$ cat src/rtl/display_scan_mux3_pkg.sv
// Shared types and constants for the 3-digit 7-segment scan multiplexer.
package display_scan_mux3_pkg;

  typedef logic [6:0] seg7_t;

  // Scan order: units first, then tens, then hundreds.
  typedef enum logic [1:0] {
    DIG_U = 2'd0,
    DIG_T = 2'd1,
    DIG_H = 2'd2
  } digit_e;

  localparam seg7_t SEG_ZERO = 7'b0111111;
  localparam seg7_t SEG_OFF  = 7'h00;

  // Next digit in the scan sequence; the unused encoding recovers to units.
  function automatic digit_e next_digit(input digit_e d);
    case (d)
      DIG_U:   return DIG_T;
      DIG_T:   return DIG_H;
      default: return DIG_U;
    endcase
  endfunction

endpackage

$ cat src/rtl/display_scan_mux3_if.sv
// Segment-pattern inputs and display-drive outputs of the scan multiplexer.
interface display_scan_mux3_if;
  import display_scan_mux3_pkg::*;

  seg7_t      seg_centenas_in;
  seg7_t      seg_decenas_in;
  seg7_t      seg_unidades_in;
  logic       blank_lz;
  seg7_t      seg_out;
  logic [2:0] an_out;
  logic       frame_start;

  // Upstream decoder side: supplies patterns, observes the display drive.
  modport master (
    output seg_centenas_in, seg_decenas_in, seg_unidades_in, blank_lz,
    input  seg_out, an_out, frame_start
  );

  // Multiplexer side.
  modport slave (
    input  seg_centenas_in, seg_decenas_in, seg_unidades_in, blank_lz,
    output seg_out, an_out, frame_start
  );
endinterface

$ cat src/rtl/display_scan_mux3_refresh_prescaler.sv
// Free-running slot counter 0..DIV-1 with a wrap indication on the last count.
module refresh_prescaler #(
  parameter int DIV = 50000,
  localparam int CW = $clog2(DIV)
) (
  input  logic          clk,
  input  logic          reset,
  output logic [CW-1:0] cnt,
  output logic          wrap
);

  localparam logic [CW-1:0] LAST = CW'(DIV - 1);

  logic [CW-1:0] cnt_reg;

  // Count up and return to zero after the last count of the slot.
  always_ff @(posedge clk or negedge reset) begin
    if (!reset) begin
      cnt_reg <= '0;
    end else if (cnt_reg == LAST) begin
      cnt_reg <= '0;
    end else begin
      cnt_reg <= cnt_reg + 1'b1;
    end
  end

  assign cnt  = cnt_reg;
  assign wrap = (cnt_reg == LAST);

endmodule

$ cat src/rtl/display_scan_mux3.sv
// Time-multiplexed driver for a 3-digit common-anode 7-segment display with
// ghosting blanks, frame-coherent snapshots and leading-zero blanking.
module display_scan_mux3
  import display_scan_mux3_pkg::*;
#(
  parameter int REFRESH_DIV    = 50000,
  parameter int BLANK_CYCLES   = 500,
  parameter int SEG_ACTIVE_LOW = 1,
  parameter int AN_ACTIVE_LOW  = 1
) (
  input  logic                 clk,
  input  logic                 reset,
  display_scan_mux3_if.slave   bus
);

  localparam int CW = $clog2(REFRESH_DIV);
  localparam seg7_t      SEG_IDLE = (SEG_ACTIVE_LOW != 0) ? 7'h7F : 7'h00;
  localparam logic [2:0] AN_IDLE  = (AN_ACTIVE_LOW != 0) ? 3'b111 : 3'b000;

  logic [CW-1:0] div_cnt;
  logic          div_wrap;

  refresh_prescaler #(.DIV(REFRESH_DIV)) u_prescaler (
    .clk   (clk),
    .reset (reset),
    .cnt   (div_cnt),
    .wrap  (div_wrap)
  );

  digit_e     digit_reg;
  seg7_t      cent_s_reg, dec_s_reg, unid_s_reg;
  logic       blank_lz_s_reg;
  seg7_t      cent_s_next, dec_s_next, unid_s_next;
  logic       blank_lz_s_next;
  logic       snap_now;
  logic       lz_h, lz_t;
  logic       in_blank;
  logic [2:0] digit_en;
  logic [2:0] an_lit;
  seg7_t      seg_pick, seg_lit;
  seg7_t      seg_out_reg;
  logic [2:0] an_out_reg;
  logic       frame_start_reg;

  assign snap_now = (div_cnt == '0) && (digit_reg == DIG_U);

  // Advance to the next digit each time the slot counter wraps.
  always_ff @(posedge clk or negedge reset) begin
    if (!reset) begin
      digit_reg <= DIG_U;
    end else if (div_wrap) begin
      digit_reg <= next_digit(digit_reg);
    end
  end

  // Capture all three patterns together at the start of each frame.
  always_ff @(posedge clk or negedge reset) begin
    if (!reset) begin
      cent_s_reg     <= SEG_OFF;
      dec_s_reg      <= SEG_OFF;
      unid_s_reg     <= SEG_OFF;
      blank_lz_s_reg <= 1'b0;
    end else if (snap_now) begin
      cent_s_reg     <= bus.seg_centenas_in;
      dec_s_reg      <= bus.seg_decenas_in;
      unid_s_reg     <= bus.seg_unidades_in;
      blank_lz_s_reg <= bus.blank_lz;
    end
  end

  // The output register reads the snapshot being loaded on the same edge, so
  // the first cycle of a frame never shows the previous frame's pattern.
  always_comb begin
    cent_s_next     = snap_now ? bus.seg_centenas_in : cent_s_reg;
    dec_s_next      = snap_now ? bus.seg_decenas_in  : dec_s_reg;
    unid_s_next     = snap_now ? bus.seg_unidades_in : unid_s_reg;
    blank_lz_s_next = snap_now ? bus.blank_lz        : blank_lz_s_reg;
  end

  assign lz_h     = blank_lz_s_next && (cent_s_next == SEG_ZERO);
  assign lz_t     = lz_h && (dec_s_next == SEG_ZERO);
  assign digit_en = {~lz_h, ~lz_t, 1'b1};

  if (BLANK_CYCLES == 0) begin : g_no_gap
    assign in_blank = 1'b0;
  end else begin : g_gap
    localparam logic [CW-1:0] BLANK_LIM = CW'(BLANK_CYCLES);
    assign in_blank = (div_cnt < BLANK_LIM);
  end

  for (genvar gi = 0; gi < 3; gi++) begin : g_an
    assign an_lit[gi] = !in_blank && (int'(digit_reg) == gi) && digit_en[gi];
  end

  // Select the current digit's pattern; dark whenever no anode is enabled.
  always_comb begin
    seg_pick = SEG_OFF;
    case (digit_reg)
      DIG_U:   seg_pick = unid_s_next;
      DIG_T:   seg_pick = dec_s_next;
      DIG_H:   seg_pick = cent_s_next;
      default: seg_pick = SEG_OFF;
    endcase
    seg_lit = (|an_lit) ? seg_pick : SEG_OFF;
  end

  // Register the drive outputs, applying the board polarity only here.
  always_ff @(posedge clk or negedge reset) begin
    if (!reset) begin
      seg_out_reg     <= SEG_IDLE;
      an_out_reg      <= AN_IDLE;
      frame_start_reg <= 1'b0;
    end else begin
      seg_out_reg     <= (SEG_ACTIVE_LOW != 0) ? ~seg_lit : seg_lit;
      an_out_reg      <= (AN_ACTIVE_LOW != 0) ? ~an_lit : an_lit;
      frame_start_reg <= snap_now;
    end
  end

  assign bus.seg_out     = seg_out_reg;
  assign bus.an_out      = an_out_reg;
  assign bus.frame_start = frame_start_reg;

endmodule
$ cat src/flat_wrapper.sv
// flat-port wrapper written by rule: the top's interface ports become plain ports
module display_scan_mux3_flat import display_scan_mux3_pkg::*;
#(
  parameter int REFRESH_DIV    = 50000,
  parameter int BLANK_CYCLES   = 500,
  parameter int SEG_ACTIVE_LOW = 1,
  parameter int AN_ACTIVE_LOW  = 1
)
  (clk, reset, bus_seg_centenas_in, bus_seg_decenas_in, bus_seg_unidades_in, bus_blank_lz, bus_seg_out, bus_an_out, bus_frame_start);
  display_scan_mux3_if bus_i ();
  input  logic clk;
  input  logic reset;
  input wire logic [$bits(bus_i.seg_centenas_in)-1:0] bus_seg_centenas_in;
  input wire logic [$bits(bus_i.seg_decenas_in)-1:0] bus_seg_decenas_in;
  input wire logic [$bits(bus_i.seg_unidades_in)-1:0] bus_seg_unidades_in;
  input wire logic [$bits(bus_i.blank_lz)-1:0] bus_blank_lz;
  output wire logic [$bits(bus_i.seg_out)-1:0] bus_seg_out;
  output wire logic [$bits(bus_i.an_out)-1:0] bus_an_out;
  output wire logic [$bits(bus_i.frame_start)-1:0] bus_frame_start;
  assign bus_i.seg_centenas_in = bus_seg_centenas_in;
  assign bus_i.seg_decenas_in = bus_seg_decenas_in;
  assign bus_i.seg_unidades_in = bus_seg_unidades_in;
  assign bus_i.blank_lz = bus_blank_lz;
  assign bus_seg_out = bus_i.seg_out;
  assign bus_an_out = bus_i.an_out;
  assign bus_frame_start = bus_i.frame_start;
  display_scan_mux3 #(.REFRESH_DIV(REFRESH_DIV), .BLANK_CYCLES(BLANK_CYCLES), .SEG_ACTIVE_LOW(SEG_ACTIVE_LOW), .AN_ACTIVE_LOW(AN_ACTIVE_LOW)) u_core (.clk(clk), .reset(reset), .bus(bus_i));
endmodule
$ cat config.mk
export PLATFORM = sky130hd
export DESIGN_NAME = display_scan_mux3_flat
export DESIGN_NICKNAME = d
export VERILOG_FILES = /design/src/rtl/display_scan_mux3_pkg.sv /design/src/rtl/display_scan_mux3_if.sv /design/src/rtl/display_scan_mux3_refresh_prescaler.sv /design/src/rtl/display_scan_mux3.sv /design/src/flat_wrapper.sv
export SDC_FILE = /design/constraint.sdc
export NUM_CORES = 1
export LEC_CHECK = 0
export CAP_MARGIN = 25
export CELL_PAD_IN_SITES_DETAIL_PLACEMENT = 0
export CELL_PAD_IN_SITES_GLOBAL_PLACEMENT = 1
export CORE_MARGIN = 2
export CORE_UTILIZATION = 40
export CTS_CLUSTER_SIZE = 25
export DETAILED_ROUTE_END_ITERATION = 16
export MAX_ROUTING_LAYER = met4
export PLACE_DENSITY_LB_ADDON = 0.2
export SYNTH_ARGS = -nofsm -noshare
export SYNTH_HDL_FRONTEND = slang
export SYNTH_SLANG_ARGS = --single-unit
export TNS_END_PERCENT = 10
$ cat constraint.sdc
create_clock -name clk -period 4.8 [get_ports clk]
set_input_delay 1.2 -clock clk [delete_from_list [all_inputs] [get_ports clk]]
set_output_delay 1.2 -clock clk [all_outputs]
set_load 0.02 [all_outputs]
After elaboration in Yosys (flattened, before gate mapping)
Index checks and enable logic that the tools add are counted.
{"block": "word_totals", "regBits": 51, "inputBits": 24, "output_inout_bits": 11, "word_cells": 43}
{"block": "classes", "n_addsub": 1, "magnitude_cmp": 1, "n_eq_ne": 7, "mux": 8, "bitwise_logic": 4, "reduce_logical": 13}
{"cell": "7-bit 2-to-1 mux", "n": 4}
{"cell": "7-bit one-hot mux with 3 select lines", "n": 1}
{"cell": "16-bit by 1-bit adder with 16-bit output (second input constant)", "n": 1}
{"cell": "16-bit == test (second input constant)", "n": 1}
{"cell": "16-bit logical NOT", "n": 1}
{"cell": "16-bit by 9-bit < comparator with 1-bit output (second input constant)", "n": 1}
{"cell": "16-bit 2-to-1 mux", "n": 1}
{"cell": "7-bit by 6-bit == test with 1-bit output (second input constant)", "n": 2}
{"cell": "1-bit logical AND", "n": 8}
{"cell": "7-bit inverter", "n": 1}
{"cell": "2-bit == test (second input constant)", "n": 3}
{"cell": "2-bit logical NOT", "n": 2}
{"cell": "2-bit one-hot mux with 2 select lines", "n": 1}
{"cell": "3-bit inverter", "n": 1}
{"cell": "3-bit OR reduction", "n": 1}
{"cell": "2-bit by 1-bit == test with 1-bit output (second input constant)", "n": 1}
{"cell": "1-bit inverter", "n": 2}
{"cell": "1-bit logical NOT", "n": 1}
{"cell": "1-bit 2-to-1 mux", "n": 1}

Depth between registers and ports, before layout
Gate-level depths: netlist of the first run.
{"block": "depth", "word_depth": 11, "depth_mapped": 9, "ltp_nobuf": 7}

By module
A second synthesis of the first run with hierarchy kept.
{"block": "unflattened", "hier_cells": 234, "hier_area_um2": 2427.3}
{"mod": "display_scan_mux3", "n_inst": 1, "cells_per_inst": 167, "area_each_um2": 1665.3, "seq_area_each_um2": 888.4}
{"mod": "refresh_prescaler", "n_inst": 1, "cells_per_inst": 67, "area_each_um2": 762.0, "seq_area_each_um2": 400.4}

Worst setup path after synthesis of the first run
Ideal clock, no wire load.
{"block": "synth_path", "path_kind": "input -> register", "startpoint": "input port bus_seg_centenas_in[3]", "endpoint": "register u_core.seg_out_reg[5] (netlist: u_core.bus.seg_out[5])", "setup_time_ns": 0.081, "arrival_ns": 2.342, "required_ns": 4.719, "slack_ns": 2.377, "stages": 5, "path_buffers": 0, "path_cell_list": "nand4_1 > or4b_2 > nor3_1 > o31ai_2 > o211ai_1"}
{"block": "synth_between", "elab_chain_cells": 9, "word_cells_on_any_way": 11, "classes_between": "eq/ne: 1; mux: 2; bitwise: 3; reduce/logical: 5"}
{"element": "start, declared", "line_no": "flat_wrapper.sv:13", "rtl": "input wire logic [$bits(bus_i.seg_centenas_in)-1:0] bus_seg_centenas_in;"}
{"element": "7-bit 2-to-1 mux *", "line_no": "display_scan_mux3.sv:74", "rtl": "cent_s_next = snap_now ? bus.seg_centenas_in : cent_s_reg;"}
{"element": "7-bit by 6-bit == test with 1-bit output *", "line_no": "display_scan_mux3.sv:80", "rtl": "assign lz_h = blank_lz_s_next && (cent_s_next == SEG_ZERO);"}
{"element": "1-bit logical AND *", "line_no": "display_scan_mux3.sv:80"}
{"element": "1-bit logical AND", "line_no": "display_scan_mux3.sv:81", "rtl": "assign lz_t = lz_h && (dec_s_next == SEG_ZERO);"}
{"element": "1-bit inverter", "line_no": "display_scan_mux3.sv:82", "rtl": "assign digit_en = {~lz_h, ~lz_t, 1'b1};"}
{"element": "1-bit logical AND", "line_no": "display_scan_mux3.sv:92", "rtl": "assign an_lit[gi] = !in_blank && (int'(digit_reg) == gi) && digit_en[gi];"}
{"element": "3-bit OR reduction *", "line_no": "display_scan_mux3.sv:104", "rtl": "seg_lit = (|an_lit) ? seg_pick : SEG_OFF;"}
{"element": "7-bit 2-to-1 mux *", "line_no": "display_scan_mux3.sv:104"}
{"element": "7-bit inverter *", "line_no": "display_scan_mux3.sv:114", "rtl": "seg_out_reg <= (SEG_ACTIVE_LOW != 0) ? ~seg_lit : seg_lit;"}
{"element": "end signal, assigned", "line_no": "display_scan_mux3.sv:114"}
{"element": "end, declared", "line_no": "display_scan_mux3.sv:41", "rtl": "seg7_t seg_out_reg;"}
Every way passes the cells marked *; elsewhere a longest branch is shown, timed or not.
A chain may end at the register's enable or synchronous reset.

Worst setup path after layout of the first run
{"block": "layout_path", "startpoint": "register u_core.digit_reg[1]", "endpoint": "register u_core.dec_s_reg[2]"}
{"block": "layout_between", "elab_chain_cells": 3}
{"element": "start, declared", "line_no": "display_scan_mux3.sv:30", "rtl": "digit_e digit_reg;"}
{"element": "start signal, assigned", "line_no": "display_scan_mux3.sv:52", "rtl": "digit_reg <= next_digit(digit_reg);"}
{"element": "2-bit logical NOT", "line_no": "display_scan_mux3.sv:45", "rtl": "assign snap_now = (div_cnt == '0) && (digit_reg == DIG_U);"}
{"element": "1-bit logical AND", "line_no": "display_scan_mux3.sv:45"}
{"element": "7-bit 2-to-1 mux"}
{"element": "via u_core.dec_s_next[2]", "line_no": "display_scan_mux3.sv:33", "rtl": "seg7_t cent_s_next, dec_s_next, unid_s_next;"}
{"element": "end signal, assigned", "line_no": "display_scan_mux3.sv:65", "rtl": "dec_s_reg <= bus.seg_decenas_in;"}
{"element": "end, declared", "line_no": "display_scan_mux3.sv:31", "rtl": "seg7_t cent_s_reg, dec_s_reg, unid_s_reg;"}
The timed path passes the listed nets, and every way through them passes these cells.

==> metrics, run 1 <==
vias in the first global route 1775; Reg power frac a little over half; Pint 670 uW; Row Count 28; final worst slack about 2000 ps; Setup crit start u_core.digit_reg[1]; CTS tree built; Clk pwr share 42.1%; DIE AREA about 6600 sq um; Top FF cell, synth dfrtp_1; combinational share of power between 5 and 6%; switching part of the total between 20% and 30%; Yosys Warn Count 0; final core utilization between 40% and 50%; most frequent cells in the layout dfrtp_1 (41), clkdlybuf4s50_1 (33), nand3_1 (26), nand2_1 (25), nor2_1 (18); Synth Instances approximately 230; Die Wd a little over 80 um; clock transition at the registers of the reported paths ~90 ps; Yosys top cell area share between 40% and 50%; Pwr Total 841 uW; most common cell after layout, fill and taps aside dfrtp_1; reg-to-reg critical path startpoint u_core.digit_reg[1]; Post-synth EDFFs 0; VDD IR max 158 uV; Layout area overhead 21.3%; Ports 35; TritonCTS buffer count 5; initial antenna violation count 0; cell area after synthesis between 2000 and 2500 sq um; worst endpoint required time between 4000 and 5000 ps; slew margin rel. between 40 and 50%; cells along the critical path nor4_1 > nand3_1 > nor2_2 > mux2_1; Nets 288; H-tree levels 2; drt wl/cell 15.9 um; Arr. time, crit path approximately 3000 ps; DRC violation count after routing 0; DP Wirelength 3.88 mm; Post-CTS Setup Repair Bufs 0; area of the core ~5900 sq um; DR vias/cell roughly 5.5; min Tclk post-route roughly 2800 ps; most area-consuming cells after synthesis dfrtp_1 (43%), dfstp_2 (11%), nand3_1 (5.4%), nand2_1 (3.9%), mux2_1 (3.8%); GP Congestion between 0.7 and 0.8; Place WS ~1700 ps; largest net degree at the start of global routing 36; startpoint types flip-flop; Mean Syn Cell Area around 10 sq um; detailed-route wire length roughly 5.4 mm; GRT Util Overall 18.5%; area leader, netlist dfrtp_1; Iteration-0 DRC Markers between 100 and 150; Congestion Overflow GR 0; ys async rst share between 90% and 100%; clock root buffer clkbuf_8; cts hold-fix bufs 0; Worst-Margin Slew approximately 850 ps; worst hold-check path type reg -> reg; crit share post-route around three fifths; Max Slew Vio Count 0; Pwr Density 289 nW/um^2; port buffer count 34; Max Buffers Root-to-Sink 2; crit end category flip-flop; First-pass DRT Iterations 5; max reg flops 16; Final Hold Fails 0; worst-path fanout max 16; FF+latch count, synth between 50 and 60; Skew-Pair Late Insertion Delay just over 300 ps; max_cap viols 0; first-pass GRT wire length about 9 mm; unrepaired setup endpoints after global routing no; reg2reg setup slack ~2000 ps; Initial Util roughly two fifths; n_diodes 0; switching pwr about 170 uW; die height between 80 and 90 um; leak pwr 0.00118 uW; Crit Path Class reg -> reg; CTS Sinks 51; f_max ~360 MHz; CP peak stage delay roughly 680 ps; CTS-repair resized insts 0; syn_nets about 260; HP Start u_core.unid_s_reg[5]; setup violators final 0; run status finished, final reports clean; setup TNS 0 ps; CP max-delay cell nor2_2; sequential fraction of the synthesis area between 50% and 60%; Cell variety after synth 37; via count 1843; Worst Skew 15.1 ps; Antenna Violating Nets Remaining 0; layout cells sized above 1 between 10% and 20%
-- path summary, 6_finish.rpt --
path                                         endpoint  cells after the start
max                               u_core.dec_s_reg[2]                      4
min                              u_core.unid_s_reg[5]                      2
max reg2reg                       u_core.dec_s_reg[2]                      4
min reg2reg                      u_core.unid_s_reg[5]                      2
max in group asynchronous        u_core.bus.an_out[0]                      2
min in group asynchronous  u_core.u_prescaler.cnt[11]                      1
-- cell type report --
type	instances	area (sq um)
Fill cell	549	2940
Timing Repair Buffer	36	350
Inverter	4	15.0
Multi-Input combinational cell	164	1030
Clock inverter	3	67.6
Clock buffer	5	68.8
Sequential cell	51	1290
Tap cell	75	93.8
-- power groups by stage --
| stage | Sequential [uW] | Combinational, uW | Clock (uW) |
|---|---|---|---|
| 3_3_place_gp | 452 | 43.6 | 0 |
| 5_1_grt | 446 | 47.7 | 380 |
| 6_report | 444 | 42.8 | 354 |
| 4_1_cts | 444 | 43.6 | 359 |
| 3_5_place_dp | 453 | 43.4 | 0 |
| 2_1_floorplan | 451 | 11.9 | 0 |
-- stage by stage --
step	cell area [sq um]	hold WS, ps	instances
final	2910	485	338
after global routing	2910	515	338
after CTS	2910	489	338
after detailed placement	2770	466	330
after global placement	2770	462	330
after floorplan	2400	446	231
-- layer usage --
layer / GRT usage (%) / vias to the layer above / routed length [um]
met5: - / - / 0
met4: 4.24 / 0 / 42
met1: 27.4 / 902 / 2770
met2: 25.7 / 43 / 2300
met3: 4.29 / 4 / 253
li1: - / 894 / -
-- worst max-delay path, delay by kind of cell (launching register included) --
family           cells  cell delay (ps)
DFF                  1              570
muxes                1              380
and+or+nand+nor      3             1740
-- cells in the mapped netlist, types with 2 or more instances --
| library cell | count |
|---|---|
| xor2_1 | 8 |
| nor3_1 | 7 |
| nand2_1 | 25 |
| nand4b_1 | 2 |
| o21ai_0 | 7 |
| o211ai_1 | 7 |
| buf_6 | 2 |
| ha_1 | 2 |
| or4_4 | 2 |
| xnor2_1 | 6 |
| or4b_2 | 2 |
| dfstp_2 | 10 |
| dfrtp_1 | 41 |
| inv_1 | 4 |
| and4_1 | 3 |
| o21ai_1 | 8 |
| a311oi_1 | 6 |
| nand4_1 | 5 |
| a21oi_1 | 8 |
| clkbuf_1 | 5 |
| and3_1 | 3 |
| nand3_1 | 26 |
| mux2_1 | 8 |
| nor2_1 | 18 |
| buf_2 | 4 |
-- cell families after synthesis --
group / Yosys count / share of synthesized area [%]
multiplexers: 9 / 4.17
adder cells (fa/ha/maj): 2 / 1.04
AO/OA/AOI/OAI: 41 / 11.2
AND/OR/NAND/NOR: 98 / 21.3
flip-flops: 51 / 53.7
XOR/XNOR: 14 / 5.11
buffers and inverters: 16 / 3.50
(Power assumes the default switching activity.)
==> run 2, diff against run 1 <==
- clock period: 4.8 -> 2.6 ns (I/O delays scaled with it)
==> run 2 against run 1 <==
  * Power grew 76%
  * Setup slack lost 1800 ps
  * Clock power grew 62%
  * Largest cell class unchanged
==> metrics, run 2 (same netlist as run 1, synthesis figures left out) <==
TritonCTS buffer count 5 (unchanged); CTS Sinks 51 (unchanged); Crit Path Class reg -> reg; Max Slew Vio Count 0 (unchanged); port buffer count 34 (unchanged); Area after DPL 2860 sq um (+3.0%); Congestion Overflow GR 0 (unchanged); f_max 410 MHz (+15%); reg-to-reg critical path startpoint u_core.u_prescaler.cnt[11]; run status finished, final reports clean; VDD IR max 202 uV (+28%); DRC violation count after routing 0 (unchanged); CTS-repair resized insts 0 (unchanged); worst-path fanout max 10 (-6); Nets 299 (+3.8%); DR vias/cell 5.45 (about the same); cts hold-fix bufs 0 (unchanged); Post-CTS Setup Repair Bufs 0 (unchanged); CTS tree built; crit end category flip-flop; GRT Util Overall 19.5% (+0.97 points); DP Wirelength 4.15 mm (+7.1%); Pwr Density 497 nW/um^2 (+72%); Initial Util 41.0% (unchanged); Worst Skew 11.6 ps (-3.52 ps); Die Wd 81.4 um (unchanged); max reg flops 16 (unchanged); startpoint types flip-flop; detailed-route wire length 5.61 mm (+4.6%); design area 2970 sq um (+2.2%); setup TNS 0 ps (unchanged); met1 Use GR 27.1% (-0.21 points); worst hold-check path type in -> async; Final Hold Fails 0 (unchanged); unrepaired setup endpoints after global routing no; slew margin rel. 51.7% (+9.0 points); largest net degree at the start of global routing 30 (-17%); drt wl/cell 16.1 um (+1.3%); first-pass GRT wire length 9.34 mm (+3.4%); Pwr Total 1480 uW (+76%); area of the core 5850 sq um (unchanged); leak pwr 0.00124 uW (+4.4%); H-tree levels 2 (unchanged); vias in the first global route 1893 (+6.6%); First-pass DRT Iterations 5 (unchanged); GP Congestion 0.804 (+0.80%); clock transition at the registers of the reported paths 90 ps (about the same); Top Usage Layer GRT met2; setup violators final 0 (unchanged); most common cell after layout, fill and taps aside dfrtp_1; Layout area overhead 24.0%; met2 global-route usage 27.6% (+1.9 points); most frequent cells in the layout dfrtp_1 (41), clkdlybuf4s50_1 (33), nand3_1 (26), nand2_1 (25), nor2_1 (18); final cell count without fillers 349 (+3.3%); Arr. time, crit path 2660 ps (-330 ps); max_cap viols 0 (unchanged); n_diodes 0 (unchanged); DIE AREA 6630 sq um (unchanged); Ports 35 (unchanged); crit share post-route 93.7% (+35 points); Max Buffers Root-to-Sink 2 (unchanged); FF-to-FF End u_core.bus.seg_out[5]; die height 81.4 um (unchanged); Row Count 28 (unchanged); clock root buffer clkbuf_8; met3 usage 4.73% (+0.44 points); initial antenna violation count 0 (unchanged); R2R depth 6 (+2); Worst-Margin Slew 718 ps (-135 ps); Antenna Violating Nets Remaining 0 (unchanged); reg2reg setup slack 160 ps (-1830 ps); via count 1903 (+3.3%); worst endpoint required time 2830 ps (-2160 ps); min Tclk post-route 2440 ps (-367 ps); Placed Cells 341 (+3.3%); Iteration-0 DRC Markers 161 (+56%); Skew-Pair Late Insertion Delay 310 ps (about the same); layout cells sized above 1 14.6% (+3.6 points)
[run 2: final cells by class]
cell class / count / area, sq um
Clock buffer: 6 / 82.6
Clock inverter: 2 / 35.0
Fill cell: 545 / 2880
Inverter: 4 / 15.0
Multi-Input combinational cell: 164 / 1030
Sequential cell: 51 / 1290
Tap cell: 75 / 93.8
Timing Repair Buffer: 47 / 433
[run 2: per-stage QoR]
step | hold WS, ps | util [%] | worst slack, ps
6_report | 366 | 50.8 | 163
5_1_grt | 418 | 50.8 | 13.3
4_1_cts | 384 | 50.8 | 159
3_5_place_dp | 469 | 48.8 | 57.0
3_3_place_gp | 465 | 48.8 | 119
2_1_floorplan | 354 | - | 351
[run 2: report_power, final]
group          internal (uW)  switching (uW)  total [uW]
combinational           44.4            37.1        81.5
clock                    312             263         575
sequential               811            10.2         821
total                   1170             311        1480
[run 2: worst max-delay path, cell delays in order, from the launching register on]
cell and delay, ps:
dfrtp_1 430, or4_4 590, or4_4 520, buf_4 210
nor3_1 320, o31ai_2 160, o211ai_1 120
[run 2: how the worst max path moves through the flow]
stage,startpoint,to,slack [ps]
after floorplan,u_core.u_prescaler.cnt[11],u_core.blank_lz_s_reg,350
after global placement,bus_seg_centenas_in[3],u_core.bus.seg_out[2],120
after detailed placement,bus_seg_centenas_in[4],u_core.bus.seg_out[5],60
after CTS,u_core.u_prescaler.cnt[11],u_core.bus.seg_out[1],160
after global routing,u_core.u_prescaler.cnt[0],u_core.bus.seg_out[4],10
final,u_core.u_prescaler.cnt[11],u_core.bus.seg_out[5],160
[run 2: routing by layer]
layer / routed length [um] / up-vias / part of all wire [%]
met4: 88 / 0 / 1.6
li1: - / 914 / -
met3: 333 / 8 / 5.9
met1: 2730 / 922 / 49
met2: 2460 / 59 / 44
met5: 0 / - / 0
